$ cat src/rtl/instr_fetch.sv
// Instruction fetch front end: PC, two-cycle memory pipeline tracking, instruction buffer, redirect flush.
// Optional performance counters are built when FETCH_PERF_EN is defined.
module instr_fetch #(
    parameter logic [31:0] RESET_PC   = 32'h0000_0000,
    parameter int          FIFO_DEPTH = 4
) (
    input  logic        clk,
    input  logic        rst_n,
    output logic        imem_read_en,
    output logic [31:0] imem_addr,
    input  logic [31:0] imem_q,
    input  logic        stall,
    input  logic        redirect,
    input  logic [31:0] redirect_pc,
    output logic [31:0] instr,
    output logic [31:0] instr_pc,
    output logic        instr_valid
`ifdef FETCH_PERF_EN
    ,
    output logic [31:0] perf_fetched,
    output logic [31:0] perf_squashed
`endif
);

    localparam int PTR_W = $clog2(FIFO_DEPTH);
    localparam int CNT_W = PTR_W + 1;
    localparam logic [CNT_W:0] DEPTH_OCC = (CNT_W + 1)'(FIFO_DEPTH);
    localparam logic [CNT_W-1:0] DEPTH_CNT = CNT_W'(FIFO_DEPTH);

    logic [31:0]      pc_q, pc_d;
    logic             s0_vld_q, s0_vld_d;
    logic [31:0]      s0_pc_q;
    logic             s1_vld_q, s1_vld_d;
    logic [31:0]      s1_pc_q;
    logic [31:0]      fifo_instr_q [FIFO_DEPTH];
    logic [31:0]      fifo_pc_q    [FIFO_DEPTH];
    logic [PTR_W-1:0] rd_ptr_q, rd_ptr_d;
    logic [PTR_W-1:0] wr_ptr_q, wr_ptr_d;
    logic [CNT_W-1:0] count_q, count_d;

    logic [CNT_W:0]   occupancy;
    logic             issue;
    logic             push;
    logic             pop;

    // Credit: buffered plus in-flight words may never exceed the buffer size,
    // so every returning word is guaranteed a slot.
    assign occupancy = {1'b0, count_q} + (CNT_W + 1)'(s0_vld_q) + (CNT_W + 1)'(s1_vld_q);
    assign issue     = rst_n && !redirect && (occupancy < DEPTH_OCC);
    assign push      = s1_vld_q && !redirect;
    assign pop       = instr_valid && !stall && !redirect;

    assign imem_read_en = issue;
    assign imem_addr    = issue ? pc_q : 32'h0;
    assign instr_valid  = (count_q != '0);
    assign instr        = fifo_instr_q[rd_ptr_q];
    assign instr_pc     = fifo_pc_q[rd_ptr_q];

    always_comb begin
        pc_d     = pc_q;
        rd_ptr_d = rd_ptr_q;
        wr_ptr_d = wr_ptr_q;
        count_d  = count_q;
        s0_vld_d = issue;
        s1_vld_d = s0_vld_q && !redirect;
        if (redirect) begin
            pc_d     = redirect_pc;
            rd_ptr_d = '0;
            wr_ptr_d = '0;
            count_d  = '0;
        end else begin
            if (issue) begin
                pc_d = pc_q + 32'd4;
            end
            if (push) begin
                wr_ptr_d = wr_ptr_q + PTR_W'(1);
            end
            if (pop) begin
                rd_ptr_d = rd_ptr_q + PTR_W'(1);
            end
            case ({push, pop})
                2'b10:   count_d = count_q + CNT_W'(1);
                2'b01:   count_d = count_q - CNT_W'(1);
                default: count_d = count_q;
            endcase
        end
    end

    always_ff @(posedge clk or negedge rst_n) begin
        if (!rst_n) begin
            pc_q     <= RESET_PC;
            s0_vld_q <= 1'b0;
            s0_pc_q  <= 32'h0;
            s1_vld_q <= 1'b0;
            s1_pc_q  <= 32'h0;
            rd_ptr_q <= '0;
            wr_ptr_q <= '0;
            count_q  <= '0;
        end else begin
            pc_q     <= pc_d;
            s0_vld_q <= s0_vld_d;
            s0_pc_q  <= pc_q;
            s1_vld_q <= s1_vld_d;
            s1_pc_q  <= s0_pc_q;
            rd_ptr_q <= rd_ptr_d;
            wr_ptr_q <= wr_ptr_d;
            count_q  <= count_d;
        end
    end

    // Storage is cleared on reset so the head outputs read zero out of reset.
    always_ff @(posedge clk or negedge rst_n) begin
        if (!rst_n) begin
            for (int i = 0; i < FIFO_DEPTH; i++) begin
                fifo_instr_q[i] <= 32'h0;
                fifo_pc_q[i]    <= 32'h0;
            end
        end else if (push) begin
            fifo_instr_q[wr_ptr_q] <= imem_q;
            fifo_pc_q[wr_ptr_q]    <= s1_pc_q;
        end
    end

    overflow_never: assert property (@(posedge clk) disable iff (!rst_n)
        (push && !pop) |-> (count_q != DEPTH_CNT));

`ifdef FETCH_PERF_EN
    logic [31:0] perf_fetched_q, perf_fetched_d;
    logic [31:0] perf_squashed_q, perf_squashed_d;

    always_comb begin
        perf_fetched_d  = perf_fetched_q;
        perf_squashed_d = perf_squashed_q;
        if (pop) begin
            perf_fetched_d = perf_fetched_q + 32'd1;
        end
        if (redirect) begin
            perf_squashed_d = perf_squashed_q + 32'(occupancy);
        end
    end

    always_ff @(posedge clk or negedge rst_n) begin
        if (!rst_n) begin
            perf_fetched_q  <= 32'h0;
            perf_squashed_q <= 32'h0;
        end else begin
            perf_fetched_q  <= perf_fetched_d;
            perf_squashed_q <= perf_squashed_d;
        end
    end

    assign perf_fetched  = perf_fetched_q;
    assign perf_squashed = perf_squashed_q;
`endif

endmodule

$ cat config.mk
export PLATFORM = sky130hd
export DESIGN_NAME = instr_fetch
export DESIGN_NICKNAME = d
export VERILOG_FILES = /design/src/rtl/instr_fetch.sv
export SDC_FILE = /design/constraint.sdc
export NUM_CORES = 1
export LEC_CHECK = 0
export BUFFER_PORTS_ARGS = -buffer_cell sky130_fd_sc_hd__buf_4
export CAP_MARGIN = 20
export CELL_PAD_IN_SITES_DETAIL_PLACEMENT = 1
export CELL_PAD_IN_SITES_GLOBAL_PLACEMENT = 1
export CORE_MARGIN = 2
export CORE_UTILIZATION = 35
export CTS_BUF_LIST = sky130_fd_sc_hd__clkbuf_8
export DETAILED_ROUTE_END_ITERATION = 6
export MAX_ROUTING_LAYER = met4
export PLACE_DENSITY = 0.71
export SLEW_MARGIN = 20
export SYNTH_ARGS = -nofsm -noshare
export SYNTH_HDL_FRONTEND = slang
export SYNTH_SLANG_ARGS = --single-unit
$ cat constraint.sdc
create_clock -name clk -period 4.3 [get_ports clk]
set_input_delay 0.43 -clock clk [delete_from_list [all_inputs] [get_ports clk]]
set_output_delay 0.43 -clock clk [all_outputs]
set_load 0.1 [all_outputs]
==> results of run 1 <==
logic make-up (layout without fill, tap and decap cells):
group,count (synthesis),in the layout,share of synthesized area
multiplexers,326,326,0.290
AND/OR/NAND/NOR,148,148,0.0539
flip-flops,361,361,0.597
AO/OA/AOI/OAI,36,36,0.0132
XOR/XNOR,33,33,0.0191
buffers and inverters,63,288,0.0202
adder cells (fa/ha/maj),7,7,0.00629
power groups by stage:
stage / combinational, mW / clock [mW] / sequential, mW
after floorplan: 5.02 / 0 / 4.25
after global placement: 6.13 / 0 / 4.47
after detailed placement: 6.18 / 0 / 4.52
after CTS: 6.18 / 3.12 / 4.47
after global routing: 6.35 / 3.26 / 4.54
final: 6.11 / 3.01 / 4.44
path summary, 6_finish.rpt:
kind / from / end / slack, ns / depth (start not counted)
worst max-delay path: s1_vld_q$_DFF_PN0_ / imem_addr[20] / 0.93 / 6
worst min-delay path: redirect_pc[15] / pc_q[15]$_DFFE_PN0P_ / 0.05 / 3
worst max register to register: s1_vld_q$_DFF_PN0_ / fifo_instr_q[126]$_DFFE_PN0P_ / 1.70 / 3
worst min register to register: s0_pc_q[8]$_DFF_PN0_ / s1_pc_q[8]$_DFF_PN0_ / 0.35 / 0
max in group asynchronous: rst_n / fifo_pc_q[28]$_DFFE_PN0P_ / 2.25 / 4
min in group asynchronous: rst_n / fifo_instr_q[121]$_DFFE_PN0P_ / 0.29 / 2
state kept, by name (all words and copies together) (netlist names):
name          flops
count_q           3
fifo_instr_q    128
fifo_pc_q       128
pc_q             32
rd_ptr_q          2
s0_pc_q          32
s0_vld_q          1
s1_pc_q          32
s1_vld_q          1
wr_ptr_q          2
worst max-delay path, stage by stage, from the launching register on:
cell and delay, ns:
dfrtp_1 0.47, ha_1 0.33, a21o_1 0.21, a211oi_4 0.66, buf_6 0.25, and2_1 0.15
buf_4 0.29
Yosys cell counts, drive strengths merged, types with 7 or more instances:
cell    number
nor4        15
nand2       42
clkbuf      26
nand4        9
nor2        12
mux2       259
o21ai       29
nand3        9
buf         31
xnor2       28
dfrtp      361
and3         7
mux4        64
and4         8
nor3         7
and2        31
layer usage:
| layer | routed length, um | global-route usage | part of all wire | vias to the layer above |
|---|---|---|---|---|
| met1 | 15800 | 0.215 | 0.45 | 4617 |
| met2 | 17200 | 0.270 | 0.49 | 198 |
| met5 | 0 | - | 0 | - |
| met4 | 555 | 0.0427 | 0.016 | 0 |
| li1 | - | - | - | 3913 |
| met3 | 1550 | 0.0280 | 0.044 | 53 |
final cells by class:
type | instances | area, um^2 | share of cell area
sequential | 361 | 9040 | 0.496
clock buffer | 76 | 1050 | 0.0573
inverter | 6 | 22.5 | 0.00123
timing repair buffer | 175 | 1370 | 0.0751
clock inverter | 31 | 175 | 0.00960
multi-input combinational | 550 | 5860 | 0.321
tap | 585 | 732 | 0.0401
timing repair:
item | CTS | global route
hold endpoints to repair | 37 | 0
hold buffers | 3 | 0
buffers inserted | 0 | 0
==> impl_metrics.yaml, run 1 <==
finish:
  diodes: 0
  final_cell_mix: "359 x dfrtp_1, 259 x mux2_2, 167 x buf_4"
  postLayoutCoreUtil: 0.425
  fin_nets: 1227
  synthToLayoutAreaGrowth_pct: 20.6
  fill_cells: 4376
  fin_cells: 1784
  finalInstanceArea_um2: 18200
  drive_gt1_frac: 0.494
  final_common_cell: "dfrtp_1"
floorplanning:
  die-area_um2: 44900
  start_util: 0.353
  rows: 76
  dieWidth_um: 212
  io_pins: 166
  core_um2: 42900
  die_height_um: 212
detailed_routing:
  routed_wl_um: 35200
  num_vias: 8781
  wire_per_inst_um: 19.7
  drcViolationCount: 0
  postRouteAntennaNets: 0
  drt-vias-per-instance: 4.92
  firstDrtPassIters: 4
  drtIter0Drc: 458
power:
  powerDensity_nw_per_um2: 744
  p_sw_mw: 6.21
  power_mw: 13.6
  p_comb_frac: 0.451
  p_seq_frac: 0.327
  p_sw_frac: 0.458
  clockPowerShare: 0.222
  irDropWorstVdd_mv: 0.462
  intPower_mw: 7.36
  leakagePower_nw: 8.60
timing:
  clock_skew_ns: 0.0229
  rsz0062_at_grt: "false"
  setup_ws_ns: 0.926
  timing.fmax_mhz: 296
  hold_violations: 0
  setup_tns_ns: 0
  finalSetupViolations: 0
  max_slew.worst_pin.slew_ns: 1.08
  hold_ws_ns: 0.0492
  timing_max_transition_violations_final: 0
  finalCriticalPeriod_ns: 3.37
  post-route-period-util: 0.785
  relSlewSlack: 0.281
clocking:
  clk_pin_slew_worst_paths_ns: 0.06
  cts_buffer_depth: 3
  h-tree-depth: 2
  cts-root-buf: "clkbuf_8"
  cts_made_buffers: 58
  post_cts_resized: 0
  cts_tree: "yes"
  cts_sinks: 361
  clock_latency_ns: 0.60
grt:
  antenna_found_initial: 1
  grt_start_max_net_pins: 177
  grt_pass1_vias: 9787
  grt_pass1_wl_um: 55800
  overflow: 0
  track_usage: 0.165
logic_synthesis:
  synth_top_area_frac: 0.597
  ys_types: 42
  synth.area.top_cells: "dfrtp_1 60%, mux2_2 19%, mux4_2 9.5%"
  async_reset_ff_frac: 1.00
  ys.flop_type: "dfrtp_1"
  syn-num-nets: 1049
  yosysSeqAreaShare: 0.597
  synth_edf_count: 0
  ys_warn_count: 0
  ys_seq_elements: 361
  syn_avg_cell_area_um2: 15.5
  synth_area_leader_cell: "dfrtp_1"
  synth_area_um2: 15100
  syn_inst: 974
placement:
  dp_cells: 1672
  gp_congestion: 0.752
  post_dp_cell_area_um2: 16900
  pre_cts_ws_ns: 1.27
  hpwl_um: 21900
  portBuffers: 165
setup_path:
  cp-start-kind: "register"
  worstSetupEndpointType: "primary output"
  cp.arrival_ns: 2.94
  path_max_fanout: 18
  crit_required_ns: 3.87
  critPathKind: "reg -> out"
run:
  cap_violations: 0
hold_path:
  hp-class: "in -> reg"
run_status:
  outcome: "finished, final reports clean"
Power figures use the tool's default switching activity.
==> run 2, diff against run 1 <==
Settings changed: PLACE_DENSITY 0.71 to 0.73.
Clock period 4.3 ns to 3.1 ns, I/O delays scaled along.
==> impl_metrics.yaml, run 2 (synthesis gave the netlist of run 1 again) <==
clocking:
  cts-root-buf: "clkbuf_8"
  h-tree-depth: 2
  cts_made_buffers: 61
  clk_pin_slew_worst_paths_ns: 0.06
  cts_tree: "yes"
  clock_latency_ns: 0.66
  cts_sinks: 361
  cts_setup_buffers: 0
  cts_buffer_depth: 3
timing:
  finalSetupViolations: 0
  hold_violations: 0
  hold_ws_ns: 0.0950
  clock_skew_ns: 0.0371
  timing_max_transition_violations_final: 0
  rsz0062_at_grt: "true"
  finalCriticalPeriod_ns: 2.93
  setup_tns_ns: 0
  timing.fmax_mhz: 341
  setup_ws_ns: 0.169
  post-route-period-util: 0.946
  max_slew.worst_pin.slew_ns: 0.836
  relSlewSlack: 0.443
floorplanning:
  die_height_um: 212
  dieWidth_um: 212
  die-area_um2: 44900
  start_util: 0.353
  core_um2: 42900
  rows: 76
  io_pins: 166
finish:
  drive_gt1_frac: 0.482
  regArea_um2: 9040
  multiInputGateArea_um2: 5830
  fin_nets: 1305
  synthToLayoutAreaGrowth_pct: 26.4
  final_common_cell: "dfrtp_1"
  fill_cells: 4306
  diodes: 0
  fin_cells: 1867
  final_cell_mix: "359 x dfrtp_1, 259 x mux2_2, 172 x buf_4"
  reg_top3: "fifo_instr_q x128, fifo_pc_q x128"
power:
  leakagePower_nw: 9.02
  power_mw: 19.1
  powerDensity_nw_per_um2: 1000
  irDropWorstVdd_mv: 0.680
placement:
  dp_cells: 1686
  pre_cts_ws_ns: 0.600
  gp_congestion: 0.774
  portBuffers: 165
  hpwl_um: 21900
detailed_routing:
  drcViolationCount: 0
  routed_wl_um: 35200
  num_vias: 9097
  drt-vias-per-instance: 4.87
  wire_per_inst_um: 18.8
  drtIter0Drc: 350
  firstDrtPassIters: 4
  postRouteAntennaNets: 0
grt:
  grt_util_met1: 0.217
  antenna_found_initial: 0
  grtUsageMet3: 0.0310
  busiest_layer: "met2"
  grt_pass1_vias: 10200
  overflow: 0
  grt.met2_usage: 0.268
  grt_start_max_net_pins: 149
  track_usage: 0.168
  grt_pass1_wl_um: 56900
setup_path:
  cp.arrival_ns: 2.62
  r2r_cells: 4
  critPathKind: "reg -> out"
  r2r_slack_ns: 0.60
  crit_required_ns: 2.79
  cp-start-kind: "register"
  path_max_fanout: 33
  worstSetupEndpointType: "primary output"
run:
  cap_violations: 0
run_status:
  outcome: "finished, final reports clean"
hold_path:
  hp-class: "in -> async"
==> run 2: cell types whose count changed in the layout (fill, tap and decap cells not counted), sizes merged <==
cell | before | now
clkbuf | 76 | 81
clkinv | 5 | 9
dlygate4sd3 | 3 | 66
clkinvlp | 0 | 4
inv | 30 | 25
buf | 172 | 184
==> run 2: final timing paths <==
kind,startpoint,to
worst max register to register,s1_vld_q$_DFF_PN0_,fifo_instr_q[9]$_DFFE_PN0P_
worst min register to register,s0_pc_q[10]$_DFF_PN0_,s1_pc_q[10]$_DFF_PN0_
max in group asynchronous,rst_n,s1_pc_q[22]$_DFF_PN0_
min in group clk,redirect,wr_ptr_q[1]$_DFFE_PN0P_
worst max-delay path,s1_vld_q$_DFF_PN0_,imem_addr[10]
worst min-delay path,rst_n,fifo_instr_q[121]$_DFFE_PN0P_
==> run 2: repair_timing <==
item	4_1_cts	5_1_grt
hold buffers	66	0
endpoints found under the setup margin	3	2
endpoints found under the hold margin	372	0
resized for setup	1	3
==> run 2: stage by stage <==
step | util | cell area [um^2]
floorplan | - | 15100
global placement | 0.399 | 17100
finish | 0.446 | 19100
detailed placement | 0.399 | 17100
CTS | 0.446 | 19100
global route | 0.446 | 19100
==> run 2: where the power goes <==
| part | total, mW | switching [mW] | internal [mW] |
|---|---|---|---|
| combinational | 8.54 | 6.12 | 2.42 |
| clock | 4.49 | 1.98 | 2.51 |
| sequential | 6.11 | 0.583 | 5.52 |
| total | 19.1 | 8.68 | 10.4 |
==> run 2: per-layer routing <==
layer / vias to the layer above / routed length [um]
li1: 4069 / -
met1: 4775 / 16000
met2: 205 / 17100
met3: 48 / 1440
met4: 0 / 715
met5: - / 0
==> run 2: area by class of cell <==
| cell class | count | share of cell area |
|---|---|---|
| clock buffers | 81 | 0.0583 |
| clock inverters | 34 | 0.0112 |
| inverters | 6 | 0.00118 |
| multi-input cells | 550 | 0.305 |
| flip-flops and latches | 361 | 0.473 |
| well taps | 585 | 0.0383 |
| repair buffers | 250 | 0.113 |
==> run 2: critical path, stage by stage (launching register included) <==
cell      delay (ns)
dfrtp_1         0.46
ha_1            0.32
a21o_1          0.20
a211oi_4        0.25
buf_6           0.25
and2_1          0.17
buf_4           0.29
==> run 3, diff against run 2 <==
Settings changed: GPL_TIMING_DRIVEN from default to 0.
==> impl_metrics.yaml, run 3 (synthesis gave the netlist of run 1 again) <==
placement:
  hpwl_um: 23900
  dp_cells: 1726
  portBuffers: 164
  post_dp_cell_area_um2: 17200
  gp_congestion: 0.851
power:
  leakagePower_nw: 9.20
  powerDensity_nw_per_um2: 972
  power_mw: 19.0
  irDropWorstVdd_mv: 0.680
finish:
  final_common_cell: "dfrtp_1"
  regArea_um2: 9030
  reg_top3: "fifo_instr_q x128, fifo_pc_q x128"
  finalInstanceArea_um2: 19500
  fill_cells: 4279
  drive_gt1_frac: 0.471
  fin_cells: 1913
  diodes: 0
  synthToLayoutAreaGrowth_pct: 29.0
  final_cell_mix: "361 x dfrtp_1, 259 x mux2_2, 144 x buf_4"
  multiInputGateArea_um2: 5800
  fin_nets: 1359
setup_path:
  worstSetupEndpointType: "primary output"
  critPathKind: "reg -> out"
  crit_path_start: "count_q[0]$_DFFE_PN0P_"
  path_max_fanout: 10
  r2r_slack_ns: 0.49
  cp.arrival_ns: 2.69
  r2r_start: "pc_q[18]$_DFFE_PN0P_"
  crit_required_ns: 2.79
  r2r_end: "pc_q[23]$_DFFE_PN0P_"
  r2r_cells: 7
  cp-start-kind: "register"
grt:
  grt_pass1_vias: 10600
  track_usage: 0.180
  antenna_found_initial: 0
  grt_pass1_wl_um: 60000
  grt_start_max_net_pins: 103
  overflow: 0
floorplanning:
  dieWidth_um: 212
  io_pins: 166
  start_util: 0.353
  die_height_um: 212
  rows: 76
  die-area_um2: 44900
  core_um2: 42900
clocking:
  h-tree-depth: 2
  cts_sinks: 361
  cts_buffer_depth: 3
  cts_made_buffers: 61
  clk_pin_slew_worst_paths_ns: 0.06
  clock_latency_ns: 0.67
  cts_tree: "yes"
  cts-root-buf: "clkbuf_8"
  cts_setup_buffers: 0
timing:
  finalSetupViolations: 0
  relSlewSlack: 0.504
  timing.fmax_mhz: 334
  finalCriticalPeriod_ns: 3.00
  post-route-period-util: 0.967
  setup_tns_ns: 0
  timing_max_transition_violations_final: 0
  rsz0062_at_grt: "true"
  clock_skew_ns: 0.0484
  hold_ws_ns: 0.0824
  max_slew.worst_pin.slew_ns: 0.745
  hold_violations: 0
hold_path:
  hp-class: "in -> reg"
  min_from: "stall"
  worstHoldEndpoint: "rd_ptr_q[0]$_DFFE_PN0P_"
  whs_path_depth: 4
detailed_routing:
  drtIter0Drc: 409
  drt-vias-per-instance: 4.84
  num_vias: 9250
  postRouteAntennaNets: 0
  wire_per_inst_um: 19.6
  drcViolationCount: 0
  firstDrtPassIters: 4
  routed_wl_um: 37500
run_status:
  outcome: "finished, final reports clean"
run:
  cap_violations: 0
## run 3: how the worst max path moves through the flow
stage / endpoint / slack (ns)
6_report: imem_addr[7] / 0.10
2_1_floorplan: imem_addr[12] / -0.49
4_1_cts: imem_addr[11] / 0.002
3_5_place_dp: imem_addr[7] / -0.85
3_3_place_gp: imem_addr[9] / -3.14
5_1_grt: imem_addr[28] / -0.05
## run 3: layout make-up
type,count,share of cell area
tap,585,0.0375
multi-input combinational,550,0.297
sequential,361,0.463
clock inverter,33,0.00917
clock buffer,74,0.0522
timing repair buffer,247,0.124
inverter,6,0.00115
buffer,57,0.0163
## run 3: routing by layer
metal | track usage | vias to the layer above | share of wire
li1 | - | 4175 | -
met1 | 0.220 | 4805 | 0.43
met2 | 0.294 | 205 | 0.49
met3 | 0.0421 | 65 | 0.045
met4 | 0.0627 | 0 | 0.029
met5 | - | - | 0
## run 3: stage by stage
step | utilization | setup WS [ns]
global placement | 0.398 | -3.14
global route | 0.455 | -0.0527
CTS | 0.454 | 0.00218
detailed placement | 0.401 | -0.853
finish | 0.455 | 0.103
floorplan | - | -0.489
## run 3: critical path: stages, from the launching register on
cell and delay [ns]:
dfrtp_1 0.45, ha_1 0.30, a21o_1 0.20, a211oi_4 0.41
buf_4 0.25, and2_1 0.17, buf_6 0.23
## run 3: where the power goes
part           switching (mW)  total, mW  internal [mW]
combinational            6.32       8.81           2.50
clock                    1.90       4.13           2.23
sequential              0.508       6.03           5.52
## run 3: repair_timing
| action | 4_1_cts | 5_1_grt |
|---|---|---|
| hold buffers | 78 | 0 |
| cloned | 2 | 0 |
| gates resized for setup | 37 | 23 |
| hold endpoints to repair | 284 | 0 |
| endpoints found under the setup margin | 94 | 68 |
| pin swaps | 0 | 1 |
